File: src/rtl/nibble_serial_add_ctrl.sv
// Nibble-serial wide adder: one 4-bit ripple adder is time-multiplexed over
// NIBBLES slices, with valid/ready handshakes on the operand and result sides.

// 4-bit ripple-carry adder built from explicit full-adder equations.
module fourbit_fulladd (
  input  logic [3:0] a,
  input  logic [3:0] b,
  input  logic       c_in,
  output logic [3:0] sum,
  output logic       c_out
);

  logic [4:0] carry_s;

  // Ripple the carry through four full-adder cells.
  always_comb begin
    carry_s    = 5'b00000;
    sum        = 4'b0000;
    carry_s[0] = c_in;
    for (int i = 0; i < 4; i++) begin
      sum[i]       = a[i] ^ b[i] ^ carry_s[i];
      carry_s[i+1] = (a[i] & b[i]) | (a[i] & carry_s[i]) | (b[i] & carry_s[i]);
    end
    c_out = carry_s[4];
  end

endmodule

module nibble_serial_add_ctrl #(
  parameter int NIBBLES = 4
) (
  input  logic                 clk,
  input  logic                 rst,
  input  logic                 in_valid,
  output logic                 in_ready,
  input  logic [4*NIBBLES-1:0] a,
  input  logic [4*NIBBLES-1:0] b,
  input  logic                 c_in,
  output logic                 out_valid,
  input  logic                 out_ready,
  output logic [4*NIBBLES-1:0] sum,
  output logic                 c_out,
  output logic                 busy
);

  localparam int W  = 4 * NIBBLES;
  localparam int IW = (NIBBLES > 1) ? $clog2(NIBBLES) : 1;
  localparam logic [IW-1:0] LAST_IDX = IW'(NIBBLES - 1);

  typedef enum logic [1:0] {
    ST_IDLE = 2'd0,
    ST_RUN  = 2'd1,
    ST_DONE = 2'd2
  } state_t;

  state_t          state_q, state_d;
  logic [W-1:0]    a_q, a_d;
  logic [W-1:0]    b_q, b_d;
  logic            carry_q, carry_d;
  logic [IW-1:0]   idx_q, idx_d;
  logic [W-1:0]    sum_q, sum_d;
  logic            c_out_q, c_out_d;
  logic            in_ready_q, in_ready_d;
  logic            out_valid_q, out_valid_d;
  logic            busy_q, busy_d;

  logic [IW+1:0]   shamt_s;
  logic [3:0]      a_nib_s;
  logic [3:0]      b_nib_s;
  logic [3:0]      add_sum_s;
  logic            add_co_s;
  logic [W-1:0]    nib_mask_s;
  logic [W-1:0]    nib_sum_s;

  // Select the current operand nibbles and place the adder result in its slot.
  always_comb begin
    shamt_s    = {idx_q, 2'b00};
    a_nib_s    = 4'(a_q >> shamt_s);
    b_nib_s    = 4'(b_q >> shamt_s);
    nib_mask_s = W'(4'hF) << shamt_s;
    nib_sum_s  = W'(add_sum_s) << shamt_s;
  end

  fourbit_fulladd u_add (
    .a     (a_nib_s),
    .b     (b_nib_s),
    .c_in  (carry_q),
    .sum   (add_sum_s),
    .c_out (add_co_s)
  );

  // Next-state and datapath update; outputs are decoded from the next state
  // so that the registered handshake signals are a pure function of state.
  always_comb begin
    state_d = state_q;
    a_d     = a_q;
    b_d     = b_q;
    carry_d = carry_q;
    idx_d   = idx_q;
    sum_d   = sum_q;
    c_out_d = c_out_q;
    case (state_q)
      ST_IDLE: begin
        if (in_valid) begin
          a_d     = a;
          b_d     = b;
          carry_d = c_in;
          idx_d   = {IW{1'b0}};
          state_d = ST_RUN;
        end else begin
          state_d = ST_IDLE;
        end
      end
      ST_RUN: begin
        sum_d   = (sum_q & ~nib_mask_s) | nib_sum_s;
        carry_d = add_co_s;
        if (idx_q == LAST_IDX) begin
          c_out_d = add_co_s;
          idx_d   = {IW{1'b0}};
          state_d = ST_DONE;
        end else begin
          idx_d   = idx_q + IW'(1);
          state_d = ST_RUN;
        end
      end
      ST_DONE: begin
        if (out_ready) begin
          state_d = ST_IDLE;
        end else begin
          state_d = ST_DONE;
        end
      end
      default: begin
        state_d = ST_IDLE;
      end
    endcase
    in_ready_d  = (state_d == ST_IDLE);
    out_valid_d = (state_d == ST_DONE);
    busy_d      = (state_d == ST_RUN) || (state_d == ST_DONE);
  end

  // State, datapath and output registers with synchronous reset priority.
  always_ff @(posedge clk) begin
    if (rst) begin
      state_q     <= ST_IDLE;
      a_q         <= {W{1'b0}};
      b_q         <= {W{1'b0}};
      carry_q     <= 1'b0;
      idx_q       <= {IW{1'b0}};
      sum_q       <= {W{1'b0}};
      c_out_q     <= 1'b0;
      in_ready_q  <= 1'b1;
      out_valid_q <= 1'b0;
      busy_q      <= 1'b0;
    end else begin
      state_q     <= state_d;
      a_q         <= a_d;
      b_q         <= b_d;
      carry_q     <= carry_d;
      idx_q       <= idx_d;
      sum_q       <= sum_d;
      c_out_q     <= c_out_d;
      in_ready_q  <= in_ready_d;
      out_valid_q <= out_valid_d;
      busy_q      <= busy_d;
    end
  end

  assign in_ready  = in_ready_q;
  assign out_valid = out_valid_q;
  assign sum       = sum_q;
  assign c_out     = c_out_q;
  assign busy      = busy_q;

endmodule

File: config.mk
export PLATFORM = sky130hd
export DESIGN_NAME = nibble_serial_add_ctrl
export DESIGN_NICKNAME = d
export VERILOG_FILES = /design/src/rtl/nibble_serial_add_ctrl.sv
export SDC_FILE = /design/constraint.sdc
export NUM_CORES = 1
export LEC_CHECK = 0
export BUFFER_PORTS_ARGS = -buffer_cell sky130_fd_sc_hd__buf_4
export CORE_MARGIN = 5
export CORE_UTILIZATION = 57
export DETAILED_ROUTE_END_ITERATION = 8
export PLACE_DENSITY = 0.82
export SLEW_MARGIN = 20
export SYNTH_ARGS = -nofsm -noshare
export SYNTH_HDL_FRONTEND = slang
export SYNTH_HIERARCHICAL = 1
export SYNTH_SLANG_ARGS = --single-unit
export TNS_END_PERCENT = 20
File: constraint.sdc
create_clock -name clk -period 7.15 [get_ports clk]
set_input_delay 1.43 -clock clk [delete_from_list [all_inputs] [get_ports clk]]
set_output_delay 1.43 -clock clk [all_outputs]
set_load 0.05 [all_outputs]
==> results of run 1 <==
-- where the power goes --
part | total (mW) | switching [mW] | internal, mW
logic | 0.0971 | 0.0534 | 0.0437
registers | 0.346 | 0.0126 | 0.334
clock network | 0.295 | 0.119 | 0.177
-- logic make-up (layout without fill, tap and decap cells) --
family,Yosys count,in the layout
flip-flops,57,57
multiplexers,9,9
AND/OR/NAND/NOR,105,105
AO/OA/AOI/OAI,54,54
buffers and inverters,32,87
adder cells (fa/ha/maj),10,10
-- metrics by stage --
| stage | hold slack, ns | power (mW) | cell area (sq um) | utilization, % |
|---|---|---|---|---|
| after floorplan | 0.432 | 0.418 | 2480 | - |
| after global placement | 0.439 | 0.447 | 2870 | 66.8 |
| after detailed placement | 0.442 | 0.449 | 2870 | 66.8 |
| after CTS | 0.451 | 0.743 | 3060 | 71.4 |
| after global routing | 0.468 | 0.771 | 3080 | 71.7 |
| final | 0.450 | 0.739 | 3080 | 71.7 |
-- worst max-delay path, stage by stage, from the launching register on --
cell	delay (ns)
dfxtp_1	0.83
mux4_1	0.64
inv_1	0.09
fa_1	0.17
inv_1	0.05
fa_1	0.37
fa_1	0.36
inv_1	0.07
fa_1	0.41
inv_1	0.13
a22oi_1	0.10
nor2_1	0.09
-- registers in the layout, indices dropped and copies added, names as in the netlist --
register,cells
a_q,16
b_q,16
sum,16
idx_q,2
state_q,2
busy,1
c_out,1
carry_q,1
in_ready,1
out_valid,1
-- final cells by class --
| type | instances | area (sq um) |
|---|---|---|
| Sequential cell | 57 | 1140 |
| Clock inverter | 3 | 40.0 |
| Multi-Input combinational cell | 178 | 1190 |
| Inverter | 15 | 56.3 |
| Tap cell | 52 | 65.1 |
| Fill cell | 342 | 1210 |
| Timing Repair Buffer | 57 | 435 |
| Clock buffer | 12 | 155 |
-- worst max-delay path by stage --
stage / cells past startpoint / end / from
CTS: 11 / sum[3]$_SDFFE_PP0N_ / idx_q[0]$_SDFFE_PP0P_
global placement: 11 / sum[3]$_SDFFE_PP0N_ / idx_q[0]$_SDFFE_PP0P_
detailed placement: 11 / sum[7]$_SDFFE_PP0N_ / idx_q[0]$_SDFFE_PP0P_
floorplan: 12 / sum[11]$_SDFFE_PP0N_ / idx_q[0]$_SDFFE_PP0P_
global route: 11 / sum[11]$_SDFFE_PP0N_ / idx_q[0]$_SDFFE_PP0P_
finish: 11 / sum[3]$_SDFFE_PP0N_ / idx_q[0]$_SDFFE_PP0P_
-- cells in the final DEF (no fill, tap or decap), drive strengths merged --
| cell type | n |
|---|---|
| or3b | 1 |
| a2bb2oi | 1 |
| inv | 15 |
| buf | 57 |
| nor4b | 1 |
| nor3b | 1 |
| mux4 | 8 |
| a21oi | 33 |
| clkbuf | 12 |
| a2111oi | 1 |
| fa | 4 |
| mux2i | 1 |
| and4b | 1 |
| nand3b | 4 |
| and4bb | 2 |
| or3 | 1 |
| o21bai | 1 |
| a21boi | 1 |
| bufinv | 1 |
| nand2 | 65 |
| clkinv | 2 |
| nand2b | 3 |
| nor2 | 23 |
| a21o | 1 |
| or2 | 1 |
| nor2b | 2 |
| a22oi | 16 |
| dfxtp | 57 |
| ha | 6 |
-- metal layers --
layer	vias to the layer above	GRT usage [%]	routed length, um
li1	999	-	-
met1	923	19.8	2120
met2	58	30.7	2390
met3	10	6.16	356
met4	0	8.54	107
met5	-	0	0
==> flow_summary.json, run 1 <==
{
  "post_cts_buffers": 0,
  "skew_ns": 0.00733,
  "synthTopCellsByCount": "nand2_1, dfxtp_1, a21oi_1",
  "routabilityCongestion": 0.758,
  "crit_type": "register to register",
  "pre_cts_ws_ns": 3.75,
  "dieArea_sq_um": 5770,
  "synth.most_common_cell": "nand2_1",
  "critPathLaunchType": "register",
  "synthMuxAreaShare_pct": 8.43,
  "r2r_cells": 11,
  "core-area_sq_um": 4290,
  "max-vdd-ir-drop_mv": 0.140,
  "fmax_ghz": 0.295,
  "yosysWarnings": 6,
  "synth_area_leaders": "dfxtp_1, nand2_1, a21oi_1, mux4_1, a22oi_1",
  "netlist_instances": 267,
  "cts_htree_levels": 3,
  "drc": 0,
  "finalSetupViolations": 0,
  "synthArstFlopShare_pct": 0,
  "cts_tree": "built",
  "power.leakage_nw": 1.33,
  "areaGrowthSynthToFinish_pct": 24.2,
  "wl_mm": 4.98,
  "finalCritPeriodShare_pct": 47.5,
  "avgRoutedWirePerCell_um": 13.3,
  "fp-row-count": 24,
  "seq_area_frac_synth_pct": 46.0,
  "final.setup.tns_ns": 0,
  "cts_hold_buf": 0,
  "synth_top_family_by_area": "simple AND/OR/NAND/NOR gates",
  "grt_pass1_wl_mm": 8.42,
  "initial_core_util_pct": 57.7,
  "rsz0062_at_grt": "no",
  "portBuffers": 56,
  "antenna_cells": 0,
  "grt_pass1_vias": 1975,
  "slew_headroom_pct": 30.8,
  "worst_pin_slew_ns": 1.04,
  "clk_root_buffer_cell": "clkbuf_8",
  "status": "finished, final reports clean",
  "maxSlewViolCount": 0,
  "worstHoldPathCells": 2,
  "timing.rr.end": "sum[3]$_SDFFE_PP0N_",
  "end_kind": "register",
  "worstHoldStart": "a_q[14]$_SDFFE_PP0P_",
  "drv_cap": 0,
  "hold_class": "register to register",
  "layout-drive-gt1-share_pct": 24.8,
  "cts_max_path_buffers": 2,
  "dr.pass1.iters": 4,
  "cts_buffers": 9,
  "die_h_um": 75.9,
  "crit_required_ns": 7.42,
  "ioPinCount": 57,
  "fin_nets": 365,
  "synth_ff_type": "dfxtp_1",
  "insertion_delay_ns": 0.34,
  "worstPathArrival_ns": 3.66,
  "synthAdderAreaFrac_pct": 6.26,
  "grtUsageTotal_pct": 18.0,
  "cts_sinks": 57,
  "r2r_setup_slack_ns": 3.76,
  "fin_cells": 374,
  "path_clk_slew_ns": 0.06,
  "synth_edf_count": 0,
  "yosysTopAreaCell": "dfxtp_1",
  "place_inst": 358,
  "dp_hpwl_mm": 3.47,
  "r2r-start": "idx_q[0]$_SDFFE_PP0P_",
  "grt_antenna_before_repair": 0,
  "cts_resized": 0,
  "holdPathEnd": "a_q[14]$_SDFFE_PP0P_",
  "via_per_inst": 5.32,
  "min_period_ns": 3.39,
  "syn_avg_cell_area_sq_um": 9.28,
  "synth_simple_gate_area_share_pct": 19.5,
  "grt_max_degree": 58,
  "power_density_nw_per_um2": 240,
  "grt.overflow.total": 0,
  "ys_ff_latch": 57,
  "dieWidth_um": 75.9,
  "syn_nets": 314,
  "crit_fanout": 17,
  "synth_top_area_share_pct": 46.0,
  "finalWorstSetupSlack_ns": 3.76,
  "synth_cell_type_count": 30,
  "via_count": 1990,
  "synth-xor-area-share_pct": 0,
  "synth_compound_area_share_pct": 13.4,
  "syn_area_sq_um": 2480,
  "drtAntennaViolNets": 0,
  "drtIter0Drc": 90,
  "hold_violations": 0
}
Note: power is estimated with default switching activity, not from simulation.
==> run 2, diff against run 1 <==
--- a/config.mk
+++ b/config.mk
@@ -5,11 +5,12 @@
 export SDC_FILE = /design/constraint.sdc
 export NUM_CORES = 1
 export LEC_CHECK = 0
+export ABC_AREA = 1
 export BUFFER_PORTS_ARGS = -buffer_cell sky130_fd_sc_hd__buf_4
 export CORE_MARGIN = 5
-export CORE_UTILIZATION = 57
+export CORE_UTILIZATION = 53
 export DETAILED_ROUTE_END_ITERATION = 8
-export PLACE_DENSITY = 0.82
+export PLACE_DENSITY = 0.76
 export SLEW_MARGIN = 20
 export SYNTH_ARGS = -nofsm -noshare
 export SYNTH_HDL_FRONTEND = slang
==> constraint.sdc (replaced) <==
create_clock -name clk -period 3.4 [get_ports clk]
set_input_delay 0.68 -clock clk [delete_from_list [all_inputs] [get_ports clk]]
set_output_delay 0.68 -clock clk [all_outputs]
set_load 0.05 [all_outputs]
==> run 2 against run 1 <==
  * Highest routed layer unchanged
  * Largest power group unchanged
  * Non-clock buffer count grew 2
  * Global-route usage grew 0.40 points
  * Core utilization shrank 4.9 points
  * Fmax grew 14%
  * Critical path type unchanged
  * Sequential cell count is the same
==> flow_summary.json, run 2 <==
{
  "worstPathArrival_ns": 3.24,
  "cts_buffers": 9,
  "r2r-start": "idx_q[0]$_SDFFE_PP0P_",
  "n_fill_cell": 436,
  "areaGrowthSynthToFinish_pct": 23.6,
  "worstHoldStart": "sum[5]$_SDFFE_PP0N_",
  "cts_sinks": 57,
  "avgRoutedWirePerCell_um": 12.0,
  "netlist_instances": 340,
  "finalSetupViolations": 0,
  "ioPinCount": 57,
  "r2r_cells": 15,
  "core-area_sq_um": 4690,
  "cts_htree_levels": 3,
  "syn_nets": 387,
  "yosysTopAreaCell": "dfxtp_1",
  "pwr-share-seq_pct": 44.8,
  "wl_mm": 5.42,
  "skew_ns": 0.00703,
  "drc": 0,
  "p_clk_share_pct": 37.5,
  "hold_class": "register to register",
  "maxSlewViolCount": 0,
  "synth_top_area_share_pct": 45.0,
  "drtAntennaViolNets": 0,
  "crit_required_ns": 3.67,
  "final.setup.tns_ns": 0,
  "die_h_um": 79.2,
  "fp-row-count": 25,
  "slew_headroom_pct": 51.4,
  "hold_violations": 0,
  "final_common_cell": "nor2_1",
  "cts_max_path_buffers": 2,
  "grt.overflow.total": 0,
  "final_cell_mix": "nor2_1, buf_4, dfxtp_1, nand2_1, o21ai_1",
  "dr.pass1.iters": 4,
  "layout-drive-gt1-share_pct": 21.2,
  "worstHoldPathCells": 2,
  "fmax_ghz": 0.337,
  "drv_cap": 0,
  "seq_area_frac_synth_pct": 45.0,
  "sw_frac_of_total_pct": 27.7,
  "total_power_mw": 1.66,
  "insertion_delay_ns": 0.34,
  "yosysWarnings": 6,
  "power.net_switching_uw": 460,
  "routabilityCongestion": 0.906,
  "grt_pass1_vias": 2104,
  "synth_area_leaders": "dfxtp_1, nor2_1, nand2_1, o21ai_1, o21ai_0",
  "seq_area_sq_um": 1140,
  "dieArea_sq_um": 6270,
  "grt_max_degree": 35,
  "multiInputGateArea_sq_um": 1170,
  "power.leakage_nw": 1.44,
  "grt_antenna_before_repair": 0,
  "crit_fanout": 14,
  "grtUsageTotal_pct": 18.4,
  "rsz0062_at_grt": "no",
  "drtIter0Drc": 60,
  "clk_root_buffer_cell": "clkbuf_8",
  "syn_area_sq_um": 2530,
  "power_density_nw_per_um2": 529,
  "synth.most_common_cell": "nor2_1",
  "initial_core_util_pct": 54.0,
  "power_frac_comb_pct": 17.7,
  "path_clk_slew_ns": 0.06,
  "max-vdd-ir-drop_mv": 0.285,
  "synthTopCellsByCount": "nor2_1, dfxtp_1, nand2_1",
  "status": "finished, final reports clean",
  "worst_pin_slew_ns": 0.725,
  "holdPathEnd": "sum[5]$_SDFFE_PP0N_",
  "synth_ff_type": "dfxtp_1",
  "via_per_inst": 5.00,
  "finalCritPeriodShare_pct": 87.2,
  "dieWidth_um": 79.2,
  "portBuffers": 56,
  "end_kind": "register",
  "synthArstFlopShare_pct": 0,
  "r2r_setup_slack_ns": 0.43,
  "cts_hold_buf": 0,
  "synth_edf_count": 0,
  "min_period_ns": 2.97,
  "synth_cell_type_count": 22,
  "ys_ff_latch": 57,
  "hold_slack_ns": 0.459,
  "dp_hpwl_mm": 4.04,
  "syn_avg_cell_area_sq_um": 7.46,
  "antenna_cells": 0,
  "crit_type": "register to register",
  "via_count": 2257,
  "grt_pass1_wl_mm": 8.96,
  "fin_nets": 440,
  "cts_tree": "built",
  "intPower_mw": 1.20,
  "critPathLaunchType": "register",
  "timing.rr.end": "sum[11]$_SDFFE_PP0N_"
}
[run 2: cell types whose count changed in the layout (fill, tap and decap cells not counted), moves of 14 or more]
cell     previous run  this run
a22oi_1            16         0
nand2_1            65        48
a21oi_1            33        19
o21ai_1             0        30
o21ai_0             0        20
nor2_1             23        91
[run 2: worst max path at each step]
stage                     slack [ns]              endpoint             startpoint
after detailed placement        0.28   sum[3]$_SDFFE_PP0N_  idx_q[0]$_SDFFE_PP0P_
after CTS                       0.27   sum[3]$_SDFFE_PP0N_  idx_q[0]$_SDFFE_PP0P_
after global placement          0.40   sum[3]$_SDFFE_PP0N_  idx_q[0]$_SDFFE_PP0P_
after floorplan                 0.60  sum[11]$_SDFFE_PP0N_  idx_q[0]$_SDFFE_PP0P_
after global routing            0.09   sum[3]$_SDFFE_PP0N_  idx_q[0]$_SDFFE_PP0P_
final                           0.43  sum[11]$_SDFFE_PP0N_  idx_q[0]$_SDFFE_PP0P_
[run 2: per-stage QoR]
| step | setup slack, ns | area, sq um | utilization [%] | std cells |
|---|---|---|---|---|
| 6_report | 0.434 | 3130 | 66.8 | 451 |
| 5_1_grt | 0.0893 | 3130 | 66.8 | 451 |
| 4_1_cts | 0.267 | 3130 | 66.8 | 451 |
| 3_5_place_dp | 0.278 | 2940 | 62.6 | 436 |
| 3_3_place_gp | 0.399 | 2940 | 62.6 | 436 |
| 2_1_floorplan | 0.602 | 2530 | - | 340 |
[run 2: kinds of logic after synthesis]
group / count (synthesis) / synth area share, %
buffers and inverters: 46 / 8.64
adders and majority gates: 10 / 6.12
and+or+nand+nor: 150 / 24.6
DFF: 57 / 45.0
AOI/OAI and AO/OA: 77 / 15.6
[run 2: layout make-up]
class	instances	area share, %
clock buffer	12	4.95
clock inverter	3	1.28
inverter	29	3.55
multi-input combinational	237	37.5
sequential	57	36.4
tap	54	2.16
timing repair buffer	59	14.1
[run 2: routing by layer]
metal	vias up	global-route usage, %	wire (um)
li1	1180	-	-
met1	1001	20.7	2340
met2	63	31.8	2610
met3	13	4.20	318
met4	0	10.3	150
met5	-	0	0
[run 2: critical path: stages (launching register included)]
cell,delay (ns)
dfxtp_2,0.44
inv_1,0.20
o21ai_0,0.20
o22ai_1,0.09
inv_1,0.08
fa_1,0.17
inv_1,0.05
fa_1,0.37
fa_1,0.38
inv_1,0.08
fa_1,0.40
inv_1,0.08
inv_1,0.04
nor2_1,0.11
nand2_1,0.07
a21oi_1,0.14
[run 2: power groups by stage]
| stage | combinational (mW) | clock (mW) | sequential (mW) |
|---|---|---|---|
| 2_1_floorplan | 0.190 | 0 | 0.780 |
| 3_3_place_gp | 0.291 | 0 | 0.757 |
| 3_5_place_dp | 0.297 | 0 | 0.758 |
| 4_1_cts | 0.298 | 0.626 | 0.744 |
| 5_1_grt | 0.337 | 0.660 | 0.748 |
| 6_report | 0.294 | 0.622 | 0.743 |
[run 2: what timing repair did]
item / CTS / global route
buffers inserted: 0 / 0
resized for setup: 0 / 1
setup endpoints to repair: 0 / 4
hold endpoints to repair: 0 / 0
